**src/rtl/osbuf_pkg.sv**
```systemverilog
// osbuf_pkg
// Shared types and width helpers for the oversampled-PFB input overlap buffer.
//   osbuf_state_t : FSM state encoding (FILL / STREAM)
//   ptr_width()   : circular pointer width for a given RAM depth
//   avail_width() : occupancy counter width (holds 0..DEPTH inclusive)
//   idx_width()   : in-frame read index width for a given frame length

package osbuf_pkg;

    typedef enum logic {
        FILL   = 1'b0,
        STREAM = 1'b1
    } osbuf_state_t;

    function automatic int ptr_width(input int depth);
        return (depth > 1) ? $clog2(depth) : 1;
    endfunction

    // One extra bit so that a completely full RAM (avail == DEPTH) is representable.
    function automatic int avail_width(input int depth);
        return $clog2(depth) + 1;
    endfunction

    function automatic int idx_width(input int m);
        return (m > 1) ? $clog2(m) : 1;
    endfunction

endpackage

```
**src/rtl/sdp_ram.sv**
```systemverilog
// sdp_ram
// Inferred simple dual-port RAM: one write port, one read port, registered read
// with read enable. The read register only changes on re, so the output holds
// its value between reads (usable directly as a stallable output register).
// Ports:
//   clk          clock
//   rst          synchronous active-high reset, clears the read register only
//   we/waddr/wdata  write port
//   re/raddr     read port request
//   rdata        registered read data, valid the cycle after re

module sdp_ram #(
    parameter int WIDTH = 16,
    parameter int DEPTH = 16
) (
    input  logic                       clk,
    input  logic                       rst,
    input  logic                       we,
    input  logic [$clog2(DEPTH)-1:0]   waddr,
    input  logic [WIDTH-1:0]           wdata,
    input  logic                       re,
    input  logic [$clog2(DEPTH)-1:0]   raddr,
    output logic [WIDTH-1:0]           rdata
);

    logic [WIDTH-1:0] mem [DEPTH];

    always_ff @(posedge clk) begin
        if (we) begin
            mem[waddr] <= wdata;
        end
    end

    always_ff @(posedge clk) begin
        if (rst) begin
            rdata <= '0;
        end else if (re) begin
            rdata <= mem[raddr];
        end
    end

endmodule

```
**src/rtl/os_input_buffer.sv**
```systemverilog
// os_input_buffer
// Input-side overlap buffer for the oversampled PFB. Samples are written
// linearly into a circular RAM; each frame reads M samples newest-first
// starting at base+M-1, then base advances by D so the next frame reuses the
// M-D newest samples of the previous one.
//
// Ports:
//   clk, rst               clock, synchronous active-high reset
//   din, din_valid         input sample stream
//   din_ready              space available (avail < DEPTH)
//   dout, dout_valid       output sample stream, registered
//   dout_ready             downstream accepts dout
//   dout_last              (only with OSBUF_TLAST_EN) marks the oldest
//                          sample x[kD] of each frame
//
// Build option: define OSBUF_TLAST_EN to add the dout_last port.
//
// state  | meaning
// -------+---------------------------------------------------------------
// FILL   | waiting for at least M buffered samples beyond base
// STREAM | issuing reads rptr = base+M-1 down to base, one per free slot

module os_input_buffer
    import osbuf_pkg::*;
#(
    parameter int M     = 8,
    parameter int D     = 6,
    parameter int WIDTH = 16,
    parameter int DEPTH = 2 * M
) (
    input  logic             clk,
    input  logic             rst,
    input  logic [WIDTH-1:0] din,
    input  logic             din_valid,
    output logic             din_ready,
    output logic [WIDTH-1:0] dout,
    output logic             dout_valid,
    input  logic             dout_ready
`ifdef OSBUF_TLAST_EN
    ,
    output logic             dout_last
`endif
);

    localparam int PW = ptr_width(DEPTH);
    localparam int AW = avail_width(DEPTH);
    localparam int IW = idx_width(M);

    osbuf_state_t  state;
    logic [PW-1:0] wptr;
    logic [PW-1:0] base;
    logic [PW-1:0] rptr;
    logic [AW-1:0] avail;
    logic [AW-1:0] avail_nxt;
    logic [IW-1:0] rd_idx;

    logic wr;
    logic issue;
    logic retire;

    // The write slot is always at base+avail with M <= avail < DEPTH while a
    // frame is being read, so it can never alias a read address.
    assign din_ready = !rst && (avail < AW'(DEPTH));
    assign wr        = din_valid && din_ready;
    assign issue     = (state == STREAM) && (!dout_valid || dout_ready);
    assign retire    = issue && (rd_idx == IW'(M - 1));
    assign avail_nxt = avail + AW'(wr) - (retire ? AW'(D) : AW'(0));

    always_ff @(posedge clk) begin
        if (rst) begin
            state  <= FILL;
            wptr   <= '0;
            base   <= '0;
            rptr   <= '0;
            avail  <= '0;
            rd_idx <= '0;
        end else begin
            avail <= avail_nxt;
            if (wr) begin
                wptr <= wptr + PW'(1);
            end
            case (state)
                FILL: begin
                    if (avail >= AW'(M)) begin
                        rptr   <= base + PW'(M - 1);
                        rd_idx <= '0;
                        state  <= STREAM;
                    end
                end
                STREAM: begin
                    if (retire) begin
                        base   <= base + PW'(D);
                        rd_idx <= '0;
                        // Chain straight into the next frame when it is already
                        // buffered, so back-to-back frames have no idle slot.
                        if (avail_nxt >= AW'(M)) begin
                            rptr <= base + PW'(D + M - 1);
                        end else begin
                            state <= FILL;
                        end
                    end else if (issue) begin
                        rptr   <= rptr - PW'(1);
                        rd_idx <= rd_idx + IW'(1);
                    end
                end
                default: state <= FILL;
            endcase
        end
    end

    always_ff @(posedge clk) begin
        if (rst) begin
            dout_valid <= 1'b0;
        end else if (issue) begin
            dout_valid <= 1'b1;
        end else if (dout_ready) begin
            dout_valid <= 1'b0;
        end
    end

`ifdef OSBUF_TLAST_EN
    always_ff @(posedge clk) begin
        if (rst) begin
            dout_last <= 1'b0;
        end else if (issue) begin
            dout_last <= retire;
        end
    end
`endif

    // The RAM read register is the output register: it only loads on issue,
    // which keeps dout stable under backpressure.
    sdp_ram #(
        .WIDTH (WIDTH),
        .DEPTH (DEPTH)
    ) u_ram (
        .clk   (clk),
        .rst   (rst),
        .we    (wr),
        .waddr (wptr),
        .wdata (din),
        .re    (issue),
        .raddr (rptr),
        .rdata (dout)
    );

endmodule

```
**config.mk**
```make
export PLATFORM = sky130hd
export DESIGN_NAME = os_input_buffer
export DESIGN_NICKNAME = d
export VERILOG_FILES = /design/src/rtl/osbuf_pkg.sv /design/src/rtl/sdp_ram.sv /design/src/rtl/os_input_buffer.sv
export SDC_FILE = /design/constraint.sdc
export NUM_CORES = 1
export LEC_CHECK = 0
export CAP_MARGIN = 10
export CORE_MARGIN = 1.5
export CORE_UTILIZATION = 60
export DETAILED_ROUTE_END_ITERATION = 6
export DONT_BUFFER_PORTS = 1
export PLACE_DENSITY_LB_ADDON = 0.25
export SLEW_MARGIN = 25
export SYNTH_ARGS = -nofsm -noshare
export SYNTH_HDL_FRONTEND = slang
export SYNTH_SLANG_ARGS = --single-unit
export TNS_END_PERCENT = 20
```
**constraint.sdc**
```tcl
create_clock -name clk -period 4 [get_ports clk]
set_clock_uncertainty 0.1 [all_clocks]
set_input_delay 0.2 -clock clk [delete_from_list [all_inputs] [get_ports clk]]
set_output_delay 0.2 -clock clk [all_outputs]
set_load 0.005 [all_outputs]
```
==> flow_metrics.env, run 1 <==
export IMPL_status="completed"
export IMPL_final_common_cell="edfxtp_1"
export IMPL_worst_setup_path_start_kind="register"
export IMPL_rows=50
export IMPL_ys_warn_count=0
export IMPL_stdcell_area_um2=12900
export IMPL_die_h_um=141
export IMPL_avgSynthCellArea_um2=18.6
export IMPL_yosysSeqAreaShare=0.736
export IMPL_clock_latency_ps=560
export IMPL_leakage_uw=0.00416
export IMPL_post_cts_setup_buffers=0
export IMPL_min_delay_start="rst"
export IMPL_r2r_start="rd_idx[0]"
export IMPL_fmax_ghz=0.289
export IMPL_pre_cts_ws_ps=596
export IMPL_path_max_fanout=8
export IMPL_cts_tree="done"
export IMPL_synthDistinctLibCells=47
export IMPL_crit_path_frequent_cell="ha_1"
export IMPL_yosysTopAreaCellShare=0.671
export IMPL_min_delay_path_depth=4
export IMPL_layout_setup_ws_ps=543
export IMPL_diodes=0
export IMPL_worst_path_max_delay_cell="a2111oi_4"
export IMPL_cap_violations=0
export IMPL_grt_use_total=0.253
export IMPL_clk_path_buf_depth=3
export IMPL_synth_area_leaders="edfxtp_1 67%, mux4_2 13%, dfxtp_1 6.5%"
export IMPL_grt_pass1_vias=6290
export IMPL_netlist_instances=617
export IMPL_synth_top_area_cell="edfxtp_1"
export IMPL_reg2reg_setup_slack_ps=540
export IMPL_gp_congestion=0.847
export IMPL_drc=0
export IMPL_grt_ovfl_total=0
export IMPL_die_x_um=141
export IMPL_tightestPinTransition_ps=999
export IMPL_critPathRequiredTime_ps=4320
export IMPL_synthArstFlopShare=0
export IMPL_synth_seq_cells=293
export IMPL_clk_pin_slew_worst_paths_ps=60
export IMPL_final_hold_violation_count=0
export IMPL_cpPeakStageDelay_ps=390
export IMPL_numPortBuffers=0
export IMPL_setup_violations=0
export IMPL_worstPathArrival_ps=3780
export IMPL_fin_worst_hold_slack_ps=65.7
export IMPL_hold_path_class="input pin to register"
export IMPL_synth_edff_count=256
export IMPL_cp_end_kind="register"
export IMPL_die_area_um2=19900
export IMPL_nNetsFinal=693
export IMPL_final_cell_mix="256 x edfxtp_1, 64 x mux4_2, 41 x nor2_1"
export IMPL_synth_nets=653
export IMPL_timing_final_crit_period_ps=3460
export IMPL_drive_gt1_frac=0.227
export IMPL_r2r_end="rptr[1]"
export IMPL_numCtsBuffers=29
export IMPL_crit_path_end="rptr[1]"
export IMPL_place_area_um2=11800
export IMPL_rsz0062_at_grt="false"
export IMPL_syn_area_um2=11500
export IMPL_viasPerCell=6.53
export IMPL_grt_max_degree=41
export IMPL_design_core_area_um2=18700
export IMPL_drt_total_wl_um=24100
export IMPL_ff2ff_path_depth=11
export IMPL_slew_limit_headroom=0.334
export IMPL_vias=5965
export IMPL_power_density_nw_per_um2=616
export IMPL_fin_util=0.692
export IMPL_hold_buffers=21
export IMPL_grt_pass1_wl_um=36700
export IMPL_ios=38
export IMPL_routedWlPerCell_um=26.4
export IMPL_critical_path_startpoint="rd_idx[0]"
export IMPL_htreeDepth=1
export IMPL_fin_crit_sh=0.864
export IMPL_first_pass_iters=5
export IMPL_areaGrowthSynthToFinish_pct=13.0
export IMPL_synth_flop_cell="edfxtp_1"
export IMPL_drt_iter0_drc=646
export IMPL_critPathKind="register to register"
export IMPL_drv_slew=0
export IMPL_antenna_found_initial=0
export IMPL_vdd_drop_max_mv=0.478
export IMPL_dp_hpwl_um=13700
export IMPL_initial_utilization=0.612
export IMPL_path_cells="ha_1, ha_1, and3_1, inv_2, ha_1, ha_1, o21ai_1, o2bb2ai_1, nor2_1, a2111oi_4, mux2_1"
export IMPL_cts_resized_gates=0
export IMPL_route_antenna_remaining_nets=0
export IMPL_setup_tns_ps=0
export IMPL_cts_root_buffer="clkbuf_16"
export IMPL_cts_sinks=293
==> cell usage after synthesis, types with 2 or more instances <==
library cell	instances
ha_1	16
o21ai_0	5
a22oi_1	30
clkbuf_1	11
nand4_1	2
dfxtp_1	37
a21oi_1	38
nand2_1	13
buf_12	2
xor2_1	4
buf_4	3
a221oi_1	2
nand2b_1	4
buf_2	11
nor3_1	7
buf_1	5
buf_6	2
xnor2_1	3
mux4_2	64
nor2b_1	3
o21ai_1	3
nor2_1	53
and3_1	3
a22oi_2	2
a21oi_2	2
or3_1	2
inv_1	13
edfxtp_1	256
and2_1	3
==> where the power goes <==
group	switching, µW	internal [µW]
clock network	1100	1550
logic	835	813
registers	229	3450
total	2160	5810
==> final cells by class <==
cell class / count / area [µm²]
clock buffers: 43 / 818
repair buffers: 44 / 418
multi-input cells: 275 / 2810
clock inverters: 10 / 116
fillers: 1130 / 5770
well taps: 234 / 293
flip-flops and latches: 293 / 8430
inverters: 14 / 52.6
==> per-stage QoR <==
stage | power (µW) | instances
2_1_floorplan | 4990 | 617
3_3_place_gp | 5280 | 839
3_5_place_dp | 5330 | 839
4_1_cts | 8010 | 913
5_1_grt | 8280 | 913
6_report | 7970 | 913
==> per-layer routing <==
metal / vias to the layer above / part of all wire / track usage / routed length, µm
met1: 3065 / 0.39 / 0.343 / 9390
met2: 296 / 0.50 / 0.421 / 12100
met5: - / 0 / 0 / 0
li1: 2552 / - / - / -
met4: 0 / 0.028 / 0.0850 / 675
met3: 52 / 0.083 / 0.0462 / 2000
==> worst max-delay path, delay by kind of cell, from the launching register on <==
family / cells / cell delay (ps)
mux: 1 / 360
compound gates: 3 / 830
flops: 1 / 350
buf+inv: 1 / 100
fa+ha+maj: 4 / 1090
simple gates: 2 / 510
==> flip-flops by register name (all words and copies together), names as in the netlist <==
register     flops
rd_idx           3
rptr             4
base             3
u_ram.rdata     16
dout_valid       1
avail            5
state            1
u_ram.mem      256
wptr             4
==> logic make-up after synthesis <==
kind of cell | count (synthesis) | synth area share
AOI/OAI and AO/OA | 94 | 0.0551
xor gates and xnor gates | 7 | 0.00535
adders and majority gates | 16 | 0.0175
buffers and inverters | 49 | 0.0234
DFF | 293 | 0.736
muxes | 65 | 0.127
and+or+nand+nor | 93 | 0.0359
==> worst min-delay path by stage <==
stage,end
detailed placement,dout_valid
floorplan,u_ram.mem[0][0]
global route,wptr[1]
CTS,wptr[1]
finish,wptr[1]
global placement,base[3]
No activity file was read; power rests on OpenSTA's default activity.
==> run 2: changes to the inputs <==
- RECOVER_POWER: unset -> 100
==> run 2 against run 1 <==
  * The flow now finishes with violations (capacitance limit, slew limit)
  * First-iteration DRC count shrank 2.2%
  * Register-to-register slack got worse by 60 ps
  * Critical path depth unchanged
  * Power hardly changed
  * Maximum frequency is 1.6% lower
  * Sequential power is essentially flat
  * Utilization is 0.58 points lower
  * Cell count is the same
  * Critical endpoint unchanged
  * Highest routed layer unchanged
==> flow_metrics.env, run 2 (synthesized netlist as in run 1, its figures left out) <==
export IMPL_ff_latch_area_um2=8430
export IMPL_rsz0062_at_grt="false"
export IMPL_ff2ff_path_depth=11
export IMPL_cts_sinks=293
export IMPL_die_area_um2=19900
export IMPL_nNetsFinal=693
export IMPL_drive_gt1_frac=0.180
export IMPL_dp_hpwl_um=13700
export IMPL_layout_setup_ws_ps=485
export IMPL_fin_crit_sh=0.879
export IMPL_ios=38
export IMPL_pre_cts_ws_ps=596
export IMPL_initial_utilization=0.612
export IMPL_drt_iter0_drc=632
export IMPL_min_delay_path_depth=4
export IMPL_grt_ovfl_total=0
export IMPL_first_pass_iters=7
export IMPL_worst_setup_path_start_kind="register"
export IMPL_cap_violations=1
export IMPL_top_register="u_ram.mem"
export IMPL_path_cells="ha_1, ha_1, and3_1, inv_1, ha_1, ha_1, o21ai_0, o2bb2ai_1, nor2_1, a2111oi_4, mux2_1"
export IMPL_crit_path_frequent_cell="ha_1"
export IMPL_numCtsBuffers=29
export IMPL_drv_slew=28
export IMPL_reg_top3="u_ram.mem x256, u_ram.rdata x16, avail x5"
export IMPL_final_cell_mix="256 x edfxtp_1, 64 x mux4_2, 50 x nor2_1"
export IMPL_grt_pass1_wl_um=36700
export IMPL_worstPathArrival_ps=3840
export IMPL_final_common_cell="edfxtp_1"
export IMPL_vias=5950
export IMPL_stdcell_area_um2=12800
export IMPL_setup_violations=0
export IMPL_rows=50
export IMPL_numPortBuffers=0
export IMPL_place_area_um2=11800
export IMPL_slew_limit_headroom=-0.0336
export IMPL_timing_final_crit_period_ps=3510
export IMPL_r2r_end="rptr[1]"
export IMPL_clock_latency_ps=560
export IMPL_cts_root_buffer="clkbuf_16"
export IMPL_path_max_fanout=8
export IMPL_areaGrowthSynthToFinish_pct=12.0
export IMPL_drc=0
export IMPL_clk_pin_slew_worst_paths_ps=60
export IMPL_setup_tns_ps=0
export IMPL_fmax_ghz=0.285
export IMPL_die_x_um=141
export IMPL_fillers=1154
export IMPL_route_antenna_remaining_nets=0
export IMPL_post_cts_setup_buffers=0
export IMPL_htreeDepth=1
export IMPL_routedWlPerCell_um=26.5
export IMPL_viasPerCell=6.52
export IMPL_cts_tree="done"
export IMPL_clk_path_buf_depth=3
export IMPL_status="complete, but fails checks"
export IMPL_fin_worst_hold_slack_ps=154
export IMPL_power_density_nw_per_um2=621
export IMPL_grt_pass1_vias=6290
export IMPL_critPathBufInv=1
export IMPL_critPathKind="register to register"
export IMPL_antenna_found_initial=0
export IMPL_largest_reg_flops=256
export IMPL_hold_path_class="input pin to register"
export IMPL_vdd_drop_max_mv=0.482
export IMPL_holdPathEnd="wptr[1]"
export IMPL_r2r_start="rd_idx[0]"
export IMPL_leakage_uw=0.00407
export IMPL_grt_max_degree=41
export IMPL_failed_checks="capacitance limit, slew limit"
export IMPL_grt_use_total=0.253
export IMPL_diodes=0
export IMPL_tightestPinTransition_ps=1550
export IMPL_reg2reg_setup_slack_ps=490
export IMPL_cpPeakStageDelay_ps=400
export IMPL_cp_top_family="adder cells"
export IMPL_critPathRequiredTime_ps=4320
export IMPL_worst_path_max_delay_cell="a2111oi_4"
export IMPL_design_core_area_um2=18700
export IMPL_drt_total_wl_um=24200
export IMPL_final_hold_violation_count=0
export IMPL_multi_input_area_um2=2760
export IMPL_gp_congestion=0.847
export IMPL_min_delay_start="rst"
export IMPL_cp_end_kind="register"
export IMPL_die_h_um=141
[run 2: repair_timing]
action	in CTS	in global routing
endpoints found under the hold margin	293	0
resized for setup	0	0
hold buffers	21	0
[run 2: layout make-up]
type                            count  share of cell area
Clock buffer                       43              0.0638
Multi-Input combinational cell    275               0.215
Inverter                           14             0.00410
Sequential cell                   293               0.657
Timing Repair Buffer               44              0.0279
Clock inverter                     10             0.00907
Tap cell                          234              0.0228
[run 2: how the worst max path moves through the flow]
stage,from,to,slack (ps),cells past startpoint
global placement,rd_idx[0],rptr[1],740,11
global route,rd_idx[0],rptr[1],270,12
floorplan,rd_idx[0],rptr[1],880,13
finish,rd_idx[0],rptr[1],490,11
CTS,rd_idx[0],rptr[1],590,11
detailed placement,rd_idx[0],rptr[1],600,11
[run 2: metrics by stage]
step | utilization | total power [µW] | std cells
2_1_floorplan | - | 4990 | 617
3_3_place_gp | 0.630 | 5280 | 839
3_5_place_dp | 0.630 | 5330 | 839
4_1_cts | 0.692 | 8010 | 913
5_1_grt | 0.686 | 8280 | 913
6_report | 0.686 | 7970 | 913
[run 2: worst min-delay path: stages]
cell,delay (ps)
nor2_1,40
and2_0,320
nand2_1,140
o31ai_1,50
[run 2: metal layers]
metal / track usage / wire length, µm / vias up
met5: 0 / 0 / -
met3: 0.0462 / 1950 / 54
met2: 0.421 / 12100 / 290
li1: - / - / 2549
met4: 0.0850 / 653 / 0
met1: 0.343 / 9500 / 3057
[run 2: power by group]
part / switching (µW) / leakage (µW) / internal [µW]
Clock: 1100 / 0.000450 / 1550
Sequential: 227 / 0.00261 / 3450
Combinational: 831 / 0.00102 / 816
==> run 3: changes to the inputs <==
- CORE_MARGIN: 1.5 -> 8
- GPL_TIMING_DRIVEN: unset -> 0
- clock period: 4 -> 4.2 ns (I/O delays scaled with it)
==> run 3 against run 2 <==
  * The run still ends with capacitance limit, slew limit left
  * Maximum frequency down 5.2%
  * Clock power down 11%
  * Global-route usage down 3.2 points
  * Non-clock buffer count up 17
  * First-iteration DRC count down 13%
  * Wire length up 5.6%
  * Combinational power up 15%
  * Sequential share of layout area up 0.12 points
  * Cell count up 1.6%
  * Critical path type unchanged
  * Highest routed layer unchanged
==> flow_metrics.env, run 3 (synthesized netlist as in run 1, its figures left out) <==
export IMPL_status="complete, but fails checks"
export IMPL_failed_checks="capacitance limit, slew limit"
export IMPL_stdcell_count=928
export IMPL_top_register="u_ram.mem"
export IMPL_cts_resized_gates=0
export IMPL_min_delay_start="din_valid"
export IMPL_fin_crit_sh=0.883
export IMPL_rows=50
export IMPL_htreeDepth=1
export IMPL_ios=38
export IMPL_path_cells="ha_1, ha_1, clkbuf_1, and3_1, buf_2, inv_1, ha_1, ha_1, o21ai_0, o2bb2ai_1, nor2_1, a2111oi_4, mux2_1"
export IMPL_vias=6039
export IMPL_setup_violations=0
export IMPL_clk_pin_slew_worst_paths_ps=60
export IMPL_grt_pass1_wl_um=38800
export IMPL_worst_path_max_delay_cell="o2bb2ai_1"
export IMPL_final_cell_mix="256 x edfxtp_1, 64 x mux4_2, 53 x nor2_1"
export IMPL_route_antenna_remaining_nets=0
export IMPL_drv_slew=204
export IMPL_post_cts_setup_buffers=0
export IMPL_timing_final_crit_period_ps=3710
export IMPL_pre_cts_ws_ps=584
export IMPL_areaGrowthSynthToFinish_pct=11.8
export IMPL_grt_ovfl_total=0
export IMPL_r2r_start="rd_idx[0]"
export IMPL_cp_end_kind="register"
export IMPL_cts_tree="done"
export IMPL_worstPathArrival_ps=4040
export IMPL_final_common_cell="edfxtp_1"
export IMPL_reg_top3="u_ram.mem x256, u_ram.rdata x16, avail x5"
export IMPL_grt_use_total=0.221
export IMPL_p_switching_uw=2180
export IMPL_die_x_um=154
export IMPL_worst_setup_path_start_kind="register"
export IMPL_gp_congestion=0.847
export IMPL_die_area_um2=23800
export IMPL_power_density_nw_per_um2=593
export IMPL_path_max_fanout=8
export IMPL_rsz0062_at_grt="false"
export IMPL_tightestPinTransition_ps=2170
export IMPL_drc=0
export IMPL_die_h_um=154
export IMPL_clk_path_buf_depth=3
export IMPL_design_core_area_um2=18700
export IMPL_cts_sinks=293
export IMPL_cpPeakStageDelay_ps=450
export IMPL_fillers=1170
export IMPL_crit_path_frequent_cell="ha_1"
export IMPL_seq_power_share=0.443
export IMPL_drive_gt1_frac=0.179
export IMPL_numPortBuffers=0
export IMPL_fmax_ghz=0.270
export IMPL_grt_pass1_vias=6175
export IMPL_cap_violations=12
export IMPL_layout_setup_ws_ps=492
export IMPL_cts_root_buffer="clkbuf_16"
export IMPL_critPathRequiredTime_ps=4540
export IMPL_critical_path_startpoint="rd_idx[0]"
export IMPL_clock_latency_ps=550
export IMPL_drt_iter0_drc=549
export IMPL_place_area_um2=11900
export IMPL_hold_path_class="input pin to register"
export IMPL_nNetsFinal=710
export IMPL_power_frac_comb=0.249
export IMPL_routedWlPerCell_um=27.6
export IMPL_first_pass_iters=5
export IMPL_largest_reg_flops=256
export IMPL_vdd_drop_max_mv=0.368
export IMPL_dp_cells=859
export IMPL_critPathKind="register to register"
export IMPL_drt_total_wl_um=25600
export IMPL_pwr_share_clk=0.308
export IMPL_dp_hpwl_um=15200
export IMPL_final_hold_violation_count=0
export IMPL_leakage_uw=0.00409
export IMPL_grt_max_degree=17
export IMPL_report_power_total_uw=7590
export IMPL_slew_limit_headroom=-0.449
export IMPL_setup_tns_ps=0
export IMPL_viasPerCell=6.51
export IMPL_antenna_found_initial=1
export IMPL_stdcell_area_um2=12800
export IMPL_p_int_uw=5420
export IMPL_initial_utilization=0.612
export IMPL_switching_share=0.287
export IMPL_numCtsBuffers=29
-- run 3: changes by cell type in the layout (fill, tap and decap cells not counted), sizes merged --
cell and change:
buf +13, diode +1, clkinvlp -2, clkbuf -3, dlygate4sd3 -2, clkinv +9, bufinv -1
-- run 3: area by class of cell --
class                      count  area [µm²]  share of cell area
clock buffer                  34         744              0.0582
antenna                        1        2.50            0.000196
tap                          234         293              0.0229
clock inverter                16         101             0.00792
inverter                      14        52.6             0.00411
timing repair buffer          26         210              0.0164
buffer                        35         215              0.0168
multi-input combinational    275        2750               0.215
sequential                   293        8430               0.658
-- run 3: layer usage --
metal | vias to the layer above | GRT usage | wire [µm]
li1 | 2593 | - | -
met1 | 3071 | 0.284 | 9750
met2 | 309 | 0.354 | 12300
met3 | 66 | 0.0594 | 2450
met4 | 0 | 0.0905 | 1110
met5 | - | 0 | 0
-- run 3: per-stage QoR --
stage | hold slack [ps] | utilization
floorplan | 209 | -
global placement | 210 | 0.628
detailed placement | 210 | 0.637
CTS | 138 | 0.692
global route | 183 | 0.684
finish | 140 | 0.684
-- run 3: what timing repair did --
action                                 in CTS  in global routing
setup endpoints to repair                   0                  0
endpoints found under the hold margin     260                  0
hold buffers                               18                  0
-- run 3: final timing paths --
check                    to  slack [ps]  cells after the start
setup / recovery    rptr[1]         490                     13
hold / removal      wptr[1]         140                      4
setup reg to reg    rptr[1]         490                     13
hold reg to reg   rd_idx[2]         370                      2
-- run 3: power groups by stage --
| stage | sequential, µW | combinational (µW) | clock, µW |
|---|---|---|---|
| 2_1_floorplan | 3400 | 1360 | 0 |
| 3_3_place_gp | 3420 | 1760 | 0 |
| 3_5_place_dp | 3430 | 1830 | 0 |
| 4_1_cts | 3370 | 1890 | 2360 |
| 5_1_grt | 3380 | 2030 | 2480 |
| 6_report | 3370 | 1890 | 2340 |
-- run 3: worst max-delay path, delay by kind of cell (launching register included) --
family          cells  cell delay (ps)
buf+inv             3              560
compound gates      3              960
mux                 1              360
fa+ha+maj           4              940
simple gates        2              350
flops               1              350
